File: src/rtl/spi_pkg.sv
// Shared definitions for the SD card SPI master.
// Contents: register word addresses, STATUS/CTRL bit positions and the
// transfer FSM state encoding. No ports; imported by sdcard_spi_master.
package spi_pkg;

   // Register word addresses (addr[1:0])
   localparam logic [1:0] SPI_DATA   = 2'd0;
   localparam logic [1:0] SPI_STATUS = 2'd1;
   localparam logic [1:0] SPI_DIV    = 2'd2;
   localparam logic [1:0] SPI_CTRL   = 2'd3;

   // STATUS bit positions
   localparam int STAT_BUSY = 0;
   localparam int STAT_DONE = 1;
   localparam int STAT_WCOL = 2;

   // CTRL bit positions
   localparam int CTRL_CSEN = 0;
   localparam int CTRL_IE   = 1;

   // Transfer FSM: LOW/HIGH are the two SCK half-periods of a bit
   typedef enum logic [1:0] {
      ST_IDLE = 2'd0,
      ST_LOW  = 2'd1,
      ST_HIGH = 2'd2
   } spi_state_e;

endpackage

File: src/rtl/sdcard_spi_master.sv
// Byte-wide SPI master (mode 0) for the SD card, as a peripheral-bus slave.
// Ports:
//   clk, nrst          system clock, synchronous active-low reset
//   data_out[31:0]     combinational read data (0 unless nrst && cs && oe)
//   data_in[31:0]      write data (only low byte used)
//   addr[1:0]          register select: DATA, STATUS, DIV, CTRL
//   cs, oe, wstrb[3:0] block select, read strobe, byte strobes (wstrb[0] only)
//   sdcard_sck/mosi    SPI clock / data out to the PORTB mux
//   sdcard_miso        SPI data in from PORTB pin 3
//   sdcard_cs_n        card chip-select, active low (~CTRL.CSEN)
//   spi_irq            IE && DONE
// Bus handshake: a write is accepted on any rising edge where cs && wstrb[0];
// a read is combinational while cs && oe, and a DATA read clears DONE on the
// edge that ends the read cycle. There is no wait state or ready signal.
module sdcard_spi_master
   import spi_pkg::*;
#(
   parameter int DIV_WIDTH = 8
) (
   input  logic        clk,
   input  logic        nrst,
   output logic [31:0] data_out,
   input  logic [31:0] data_in,
   input  logic [1:0]  addr,
   input  logic        cs,
   input  logic        oe,
   input  logic [3:0]  wstrb,
   output logic        sdcard_sck,
   output logic        sdcard_mosi,
   input  logic        sdcard_miso,
   output logic        sdcard_cs_n,
   output logic        spi_irq
);

   localparam logic [DIV_WIDTH-1:0] DIV_ONE = {{(DIV_WIDTH-1){1'b0}}, 1'b1};

   spi_state_e           state_q;
   logic [DIV_WIDTH-1:0] div_q;
   logic [DIV_WIDTH-1:0] div_cnt_q;
   logic [7:0]           tx_sr_q;
   logic [7:0]           rx_sr_q;
   logic [7:0]           rx_data_q;
   logic [2:0]           bit_cnt_q;
   logic                 busy_q;
   logic                 done_q;
   logic                 wcol_q;
   logic                 csen_q;
   logic                 ie_q;
   logic                 cs_n_q;
   logic                 sck_q;
   logic                 mosi_q;

   logic wr_en, rd_en;
   logic data_wr, stat_wr, div_wr, ctrl_wr, data_rd;
   logic unused_bits;

   assign wr_en   = cs & wstrb[0];
   assign rd_en   = cs & oe;
   assign data_wr = wr_en && (addr == SPI_DATA);
   assign stat_wr = wr_en && (addr == SPI_STATUS);
   assign div_wr  = wr_en && (addr == SPI_DIV);
   assign ctrl_wr = wr_en && (addr == SPI_CTRL);
   assign data_rd = rd_en && (addr == SPI_DATA);

   assign unused_bits = ^{data_in[31:8], wstrb[3:1]};

   always_ff @(posedge clk) begin
      if (!nrst) begin
         state_q   <= ST_IDLE;
         div_q     <= '1;
         div_cnt_q <= '0;
         tx_sr_q   <= '0;
         rx_sr_q   <= '0;
         rx_data_q <= '0;
         bit_cnt_q <= '0;
         busy_q    <= 1'b0;
         done_q    <= 1'b0;
         wcol_q    <= 1'b0;
         csen_q    <= 1'b0;
         ie_q      <= 1'b0;
         cs_n_q    <= 1'b1;
         sck_q     <= 1'b0;
         mosi_q    <= 1'b1;
      end else begin
         // DIV updates only the reload value; a running half-period
         // finishes on div_cnt_q.
         if (div_wr) div_q <= data_in[DIV_WIDTH-1:0];
         if (ctrl_wr) begin
            csen_q <= data_in[CTRL_CSEN];
            ie_q   <= data_in[CTRL_IE];
            cs_n_q <= ~data_in[CTRL_CSEN];
         end
         if (stat_wr && data_in[STAT_WCOL]) wcol_q <= 1'b0;
         if (data_wr && busy_q) wcol_q <= 1'b1;
         // Clear first; the FSM's completion assignment below overrides it.
         if (data_rd || (stat_wr && data_in[STAT_DONE])) done_q <= 1'b0;

         case (state_q)
            ST_IDLE: begin
               sck_q  <= 1'b0;
               mosi_q <= 1'b1;
               if (data_wr) begin
                  tx_sr_q   <= data_in[7:0];
                  mosi_q    <= data_in[7];
                  bit_cnt_q <= '0;
                  div_cnt_q <= div_q;
                  busy_q    <= 1'b1;
                  state_q   <= ST_LOW;
               end
            end
            ST_LOW: begin
               if (div_cnt_q != '0) begin
                  div_cnt_q <= div_cnt_q - DIV_ONE;
               end else begin
                  sck_q     <= 1'b1;
                  rx_sr_q   <= {rx_sr_q[6:0], sdcard_miso};
                  div_cnt_q <= div_q;
                  state_q   <= ST_HIGH;
               end
            end
            ST_HIGH: begin
               if (div_cnt_q != '0) begin
                  div_cnt_q <= div_cnt_q - DIV_ONE;
               end else if (bit_cnt_q != 3'd7) begin
                  sck_q     <= 1'b0;
                  tx_sr_q   <= {tx_sr_q[6:0], 1'b0};
                  mosi_q    <= tx_sr_q[6];
                  bit_cnt_q <= bit_cnt_q + 3'd1;
                  div_cnt_q <= div_q;
                  state_q   <= ST_LOW;
               end else begin
                  sck_q     <= 1'b0;
                  mosi_q    <= 1'b1;
                  rx_data_q <= rx_sr_q;
                  done_q    <= 1'b1;
                  busy_q    <= 1'b0;
                  state_q   <= ST_IDLE;
               end
            end
            default: state_q <= ST_IDLE;
         endcase
      end
   end

   // Combinational read mux
   always_comb begin
      logic [31:0] rd_word;
      logic [31:0] div_word;
      div_word                  = '0;
      div_word[DIV_WIDTH-1:0]   = div_q;
      rd_word                   = '0;
      case (addr)
         SPI_DATA:   rd_word[7:0] = rx_data_q;
         SPI_STATUS: begin
            rd_word[STAT_BUSY] = busy_q;
            rd_word[STAT_DONE] = done_q;
            rd_word[STAT_WCOL] = wcol_q;
         end
         SPI_DIV:    rd_word = div_word;
         SPI_CTRL: begin
            rd_word[CTRL_CSEN] = csen_q;
            rd_word[CTRL_IE]   = ie_q;
         end
         default:    rd_word = '0;
      endcase
      data_out = (nrst && rd_en) ? rd_word : 32'h0;
   end

   assign sdcard_sck  = sck_q;
   assign sdcard_mosi = mosi_q;
   assign sdcard_cs_n = cs_n_q;
   assign spi_irq     = ie_q & done_q;

endmodule

File: config.mk
export PLATFORM = sky130hd
export DESIGN_NAME = sdcard_spi_master
export DESIGN_NICKNAME = d
export VERILOG_FILES = /design/src/rtl/spi_pkg.sv /design/src/rtl/sdcard_spi_master.sv
export SDC_FILE = /design/constraint.sdc
export NUM_CORES = 1
export LEC_CHECK = 0
export ABC_AREA = 1
export CORE_MARGIN = 1
export CORE_UTILIZATION = 50
export CTS_CLUSTER_SIZE = 20
export DETAILED_ROUTE_END_ITERATION = 8
export PLACE_DENSITY = 0.92
export SLEW_MARGIN = 20
export SYNTH_ARGS = -nofsm -noshare
export SYNTH_HDL_FRONTEND = slang
export SYNTH_SLANG_ARGS = --single-unit
File: constraint.sdc
create_clock -name clk -period 5.6 [get_ports clk]
set_input_delay 1.68 -clock clk [delete_from_list [all_inputs] [get_ports clk]]
set_output_delay 1.68 -clock clk [all_outputs]
set_load 0.01 [all_outputs]
Yosys cells after proc, flatten, opt, wreduce, memory -nomap -nowiden
Cells that the tools add are included.
{"block": "classes", "add_sub_neg": 2, "n_eq_ne": 12, "muxes": 39, "n_bitwise": 6, "reduce_logical": 24}
{"operator": "$mux W8", "count": 5}
{"operator": "$pmux W8 S3", "count": 1}
{"operator": "$mux W7", "count": 3}
{"operator": "$mux W1", "count": 15}
{"operator": "$pmux W7 S2", "count": 1}
{"operator": "$reduce_and A3 Y1", "count": 4}
{"operator": "$ne A2 B2 Y1 const B", "count": 5}
{"operator": "$pmux W5 S2", "count": 1}
{"operator": "$logic_and A1 B1 Y1", "count": 9}
{"operator": "$mux W3", "count": 3}
{"operator": "$pmux W2 S4", "count": 1}
{"operator": "$reduce_and A4 Y1", "count": 2}
{"operator": "$reduce_bool A8 Y1", "count": 1}
{"operator": "$sub A8 B1 Y8 const B", "count": 1}
{"operator": "$eq A2 B2 Y1 const B", "count": 3}
{"operator": "$mux W2", "count": 3}
{"operator": "$ne A3 B3 Y1 const B", "count": 2}
{"operator": "$pmux W1 S3", "count": 2}
{"operator": "$pmux W2 S3", "count": 1}
{"operator": "$pmux W3 S2", "count": 1}
{"operator": "$eq A2 B1 Y1 const B", "count": 2}
{"operator": "$logic_not A2 Y1", "count": 2}
{"operator": "$pmux W1 S2", "count": 2}
{"operator": "$reduce_and A2 Y1", "count": 2}
{"operator": "6 further kinds", "count": 11}
{"block": "word_totals", "ff_bits": 52, "inputBits": 43, "output_inout_bits": 36, "word_cells": 98}

Longest topological paths before layout
{"block": "logic_depth", "ltp_word": 8, "ltp_mapped": 11, "mapped_depth_nobuf": 11}

Worst setup path after synthesis
No wires, ideal clock.
{"block": "synth_path", "path_kind": "input port to output port", "start": "input port nrst", "end": "output port data_out[2]", "t_arrival_ns": 2.444, "required_time_ns": 3.920, "path_slack_ns": 1.476, "cell_stages": 4, "path_buffers": 1, "cell_sequence": "clkbuf_1 nand3_1 a31o_2 inv_1"}
{"block": "synth_via", "elab_chain_len": 2}
{"element": "from (decl)", "line": "sdcard_spi_master.sv:21", "source": "input logic nrst,"}
{"element": "$logic_and A1 B1 Y1", "line": "sdcard_spi_master.sv:166", "source": "data_out = (nrst && rd_en) ? rd_word : 32'h0;"}
{"element": "$mux W8", "line": "sdcard_spi_master.sv:166"}
{"element": "to (decl)", "line": "sdcard_spi_master.sv:22", "source": "output logic [31:0] data_out,"}
Every way passes these cells.

Worst setup path in the final report
{"block": "layout_path", "start": "input port addr[1]", "end": "output port data_out[1]"}
{"block": "layout_via", "elab_chain_len": 3, "word_cells_on_any_way": 6, "classes_between": "eq/ne: 3; mux: 2; reduce/logical: 1"}
{"element": "from (decl)", "line": "sdcard_spi_master.sv:24", "source": "input logic [1:0] addr,"}
{"element": "$eq A2 B2 Y1 (tied with other cells)", "line": "sdcard_spi_master.sv:152", "source": "case (addr)"}
{"element": "$pmux W2 S4 (*)", "line": "sdcard_spi_master.sv:152"}
{"element": "$mux W8 (*)", "line": "sdcard_spi_master.sv:166"}
Mark *: on every way between the ends. The rest lies on a longest branch, timed or not.

==> impl_results.md <==
- Layout cell share with drive strength beyond 1: 9.93%
- Post_cts resized: 0
- Register area share after synthesis: 35.5%
- Max FO, Critical Path: 9
- Final worst path period need: 5.24 ns
- Routability congestion estimate: 0.897
- Buffer count from post-CTS setup fixing: 0
- Worst Setup SP: addr[1]
- Synthesized area: 2940 sq um
- CTS tree: yes
- Final HPWL DP: 4.53 mm
- Hold buffers post-CTS: 0
- HP Class: flip-flop to flip-flop
- Worst-Margin Slew: 0.588 ns
- Largest net degree at the start of global routing: 42
- RSZ-0062 raised after global routing: false
- Cell Rows: 27
- Top Ports: 79
- Slew Limit Headroom: 60.8%
- CTS Sinks: 52
- Grt ovf: 0
- CTS buffer count: 5
- Leak pwr: 1.39 nW
- Vert. Die Dim: 78.6 um
- Number of global-route vias before repair: 2299
- Maximum clock path buffer count: 2
- Synth Register Bits: 52
- DRC viols: 0
- FMAX: 191 MHz
- Top cell type by total area after synthesis: dfxtp_1
- VDD IR max: 0.210 mV
- Worst-Skew Late Latency: 0.31 ns
- Clock Skews: 0.00498 ns
- P per Cell Area: 388 nW/um^2
- Clock Pin Slew Worst Setup and Hold Paths: 0.10 ns
- Ant diodes: 0
- RR Startpoint: state_q[0]
- Area of the die: 6180 sq um
- Synth top area cells: dfxtp_1 35%, nand2_1 11%, nor2_1 8.6%
- Mapped Cells: 407
- Drt initial violations: 135
- Status: completed
- Core Util, Final: 57.9%
- HP Start: sdcard_cs_n
- Synth cell types: 38
- Core area: 5570 sq um
- Layout area overhead: 9.97%
- Arr. time, crit path: 3.56 ns
- Worst setup EP type: primary output
- Final antenna-violating net count: 0
- Total wire length: 6.19 mm
- Via count: 2589
- Synth warn: 0
- MaxCap Viol Count: 0
- Drt wl/cell: 12.3 um
- CTS H-tree depth: 2
- First-pass GRT wire length: 10.2 mm
- Fin crit share: 93.6%
- Final setup viols: 0
- DRT Pass-1 Iters: 4
- CP Data Required Time: 3.92 ns
- Top cell type's share of synthesized area: 35.5%
- GRT Util Overall: 20.8%
- PortBufs: 27
- CTS root buffer: clkbuf_8
- Vias/cell: 5.13
- Final Hold Vio Count: 0
- WS Path Type: input pin to primary output
- Crit path launch type: input pin
- Final Max Slew Viols: 0
- Mapped Avg Cell Area: 7.21 sq um
- Initial core utilization: 52.7%
- Antenna violations before repair: 0
- Setup TNS: 0 ns
- Die width: 78.6 um
- Final nets: 483
-- state kept, by name, indices dropped and copies added, names as in the netlist, 2 cells and up --
register and flops:
rx_data_q 8, div_q 8, rx_sr_q 8, state_q 2
div_cnt_q 8, tx_sr_q 7, bit_cnt_q 3
-- report_power, final --
part	internal (mW)	switching (mW)	leakage, nW	total [mW]
clock network	0.0887	0.131	0.0404	0.219
registers	0.441	0.0560	0.424	0.497
logic	0.197	0.340	0.926	0.536
total	0.727	0.526	1.39	1.25
-- kinds of logic after synthesis --
kind of cell | after synthesis | synth area share [%]
adders and majority gates | 8 | 3.41
DFF | 52 | 35.5
other | 1 | 0.128
AOI/OAI and AO/OA | 65 | 13.0
and+or+nand+nor | 204 | 32.2
buffers and inverters | 70 | 13.5
xor gates and xnor gates | 1 | 0.298
muxes | 6 | 2.05
-- placed cells by master, fill, tap and decap left out, types with 2 or more instances in the layout --
cell type | Yosys | final
nand2_1 | 85 | 85
nor2_1 | 67 | 67
dfxtp_1 | 52 | 52
inv_1 | 32 | 32
nand3_1 | 28 | 28
o21ai_0 | 27 | 27
clkdlybuf4s50_1 | 0 | 27
conb_1 | 1 | 24
a21oi_1 | 18 | 18
a21oi_2 | 8 | 8
ha_1 | 8 | 8
nand2_2 | 6 | 6
mux2i_1 | 6 | 6
nor2_4 | 5 | 5
o211ai_1 | 5 | 5
clkbuf_8 | 0 | 5
inv_2 | 3 | 3
o21ai_1 | 3 | 3
nor2_2 | 2 | 2
a41oi_1 | 2 | 2
nand3_2 | 2 | 2
nand2_4 | 2 | 2
nor2_8 | 2 | 2
clkinvlp_4 | 0 | 2
-- worst max-delay path: stages --
cell             delay [ns]
clkdlybuf4s50_1        0.58
inv_1                  0.09
nor2_2                 0.27
nand2_1                0.11
a41oi_1                0.25
clkdlybuf4s50_1        0.59
-- cells in the mapped netlist (all sizes together) --
master,instances
nand2,94
nor2,76
dfxtp,52
inv,36
buf,30
nand3,30
o21ai,30
a21oi,26
ha,8
mux2i,6
o211ai,5
clkbuf,3
a41oi,2
a31o,1
clkinv,1
conb,1
nand3b,1
nand4,1
nor3,1
o21a,1
or2,1
xnor2,1
-- cell type report --
class | count | area [sq um]
sequential | 52 | 1040
timing repair buffer | 28 | 278
fill | 516 | 2350
inverter | 37 | 141
clock inverter | 3 | 23.8
clock buffer | 5 | 68.8
multi-input combinational | 308 | 1590
tap | 72 | 90.1
-- metal layers --
metal  global-route usage, %  vias to the layer above  share of wire [%]  wire, um
met5                       0                        -                  0         0
met3                    3.60                       11                4.7       291
met2                    36.9                       81                 50      3080
met1                    24.4                     1187                 43      2690
li1                        -                     1310                  -         -
met4                    8.70                        0                2.1       130
-- metrics by stage --
step	power [mW]	std cells	hold WS [ns]	setup WS [ns]	area, sq um
6_report	1.25	505	0.483	0.357	3230
5_1_grt	1.34	505	0.513	0.261	3230
4_1_cts	1.25	505	0.481	0.379	3230
3_5_place_dp	1.03	497	0.459	0.388	3140
3_3_place_gp	1.01	497	0.454	0.426	3140
2_1_floorplan	0.960	430	0.439	1.48	3020
-- worst paths after layout --
kind,to,slack [ns],depth (start not counted)
setup / recovery,data_out[1],0.36,6
hold / removal,sdcard_cs_n,0.48,2
setup reg to reg,div_cnt_q[5],3.47,9
hold reg to reg,sdcard_cs_n,0.48,2
Note: power is estimated with default switching activity, not from simulation.
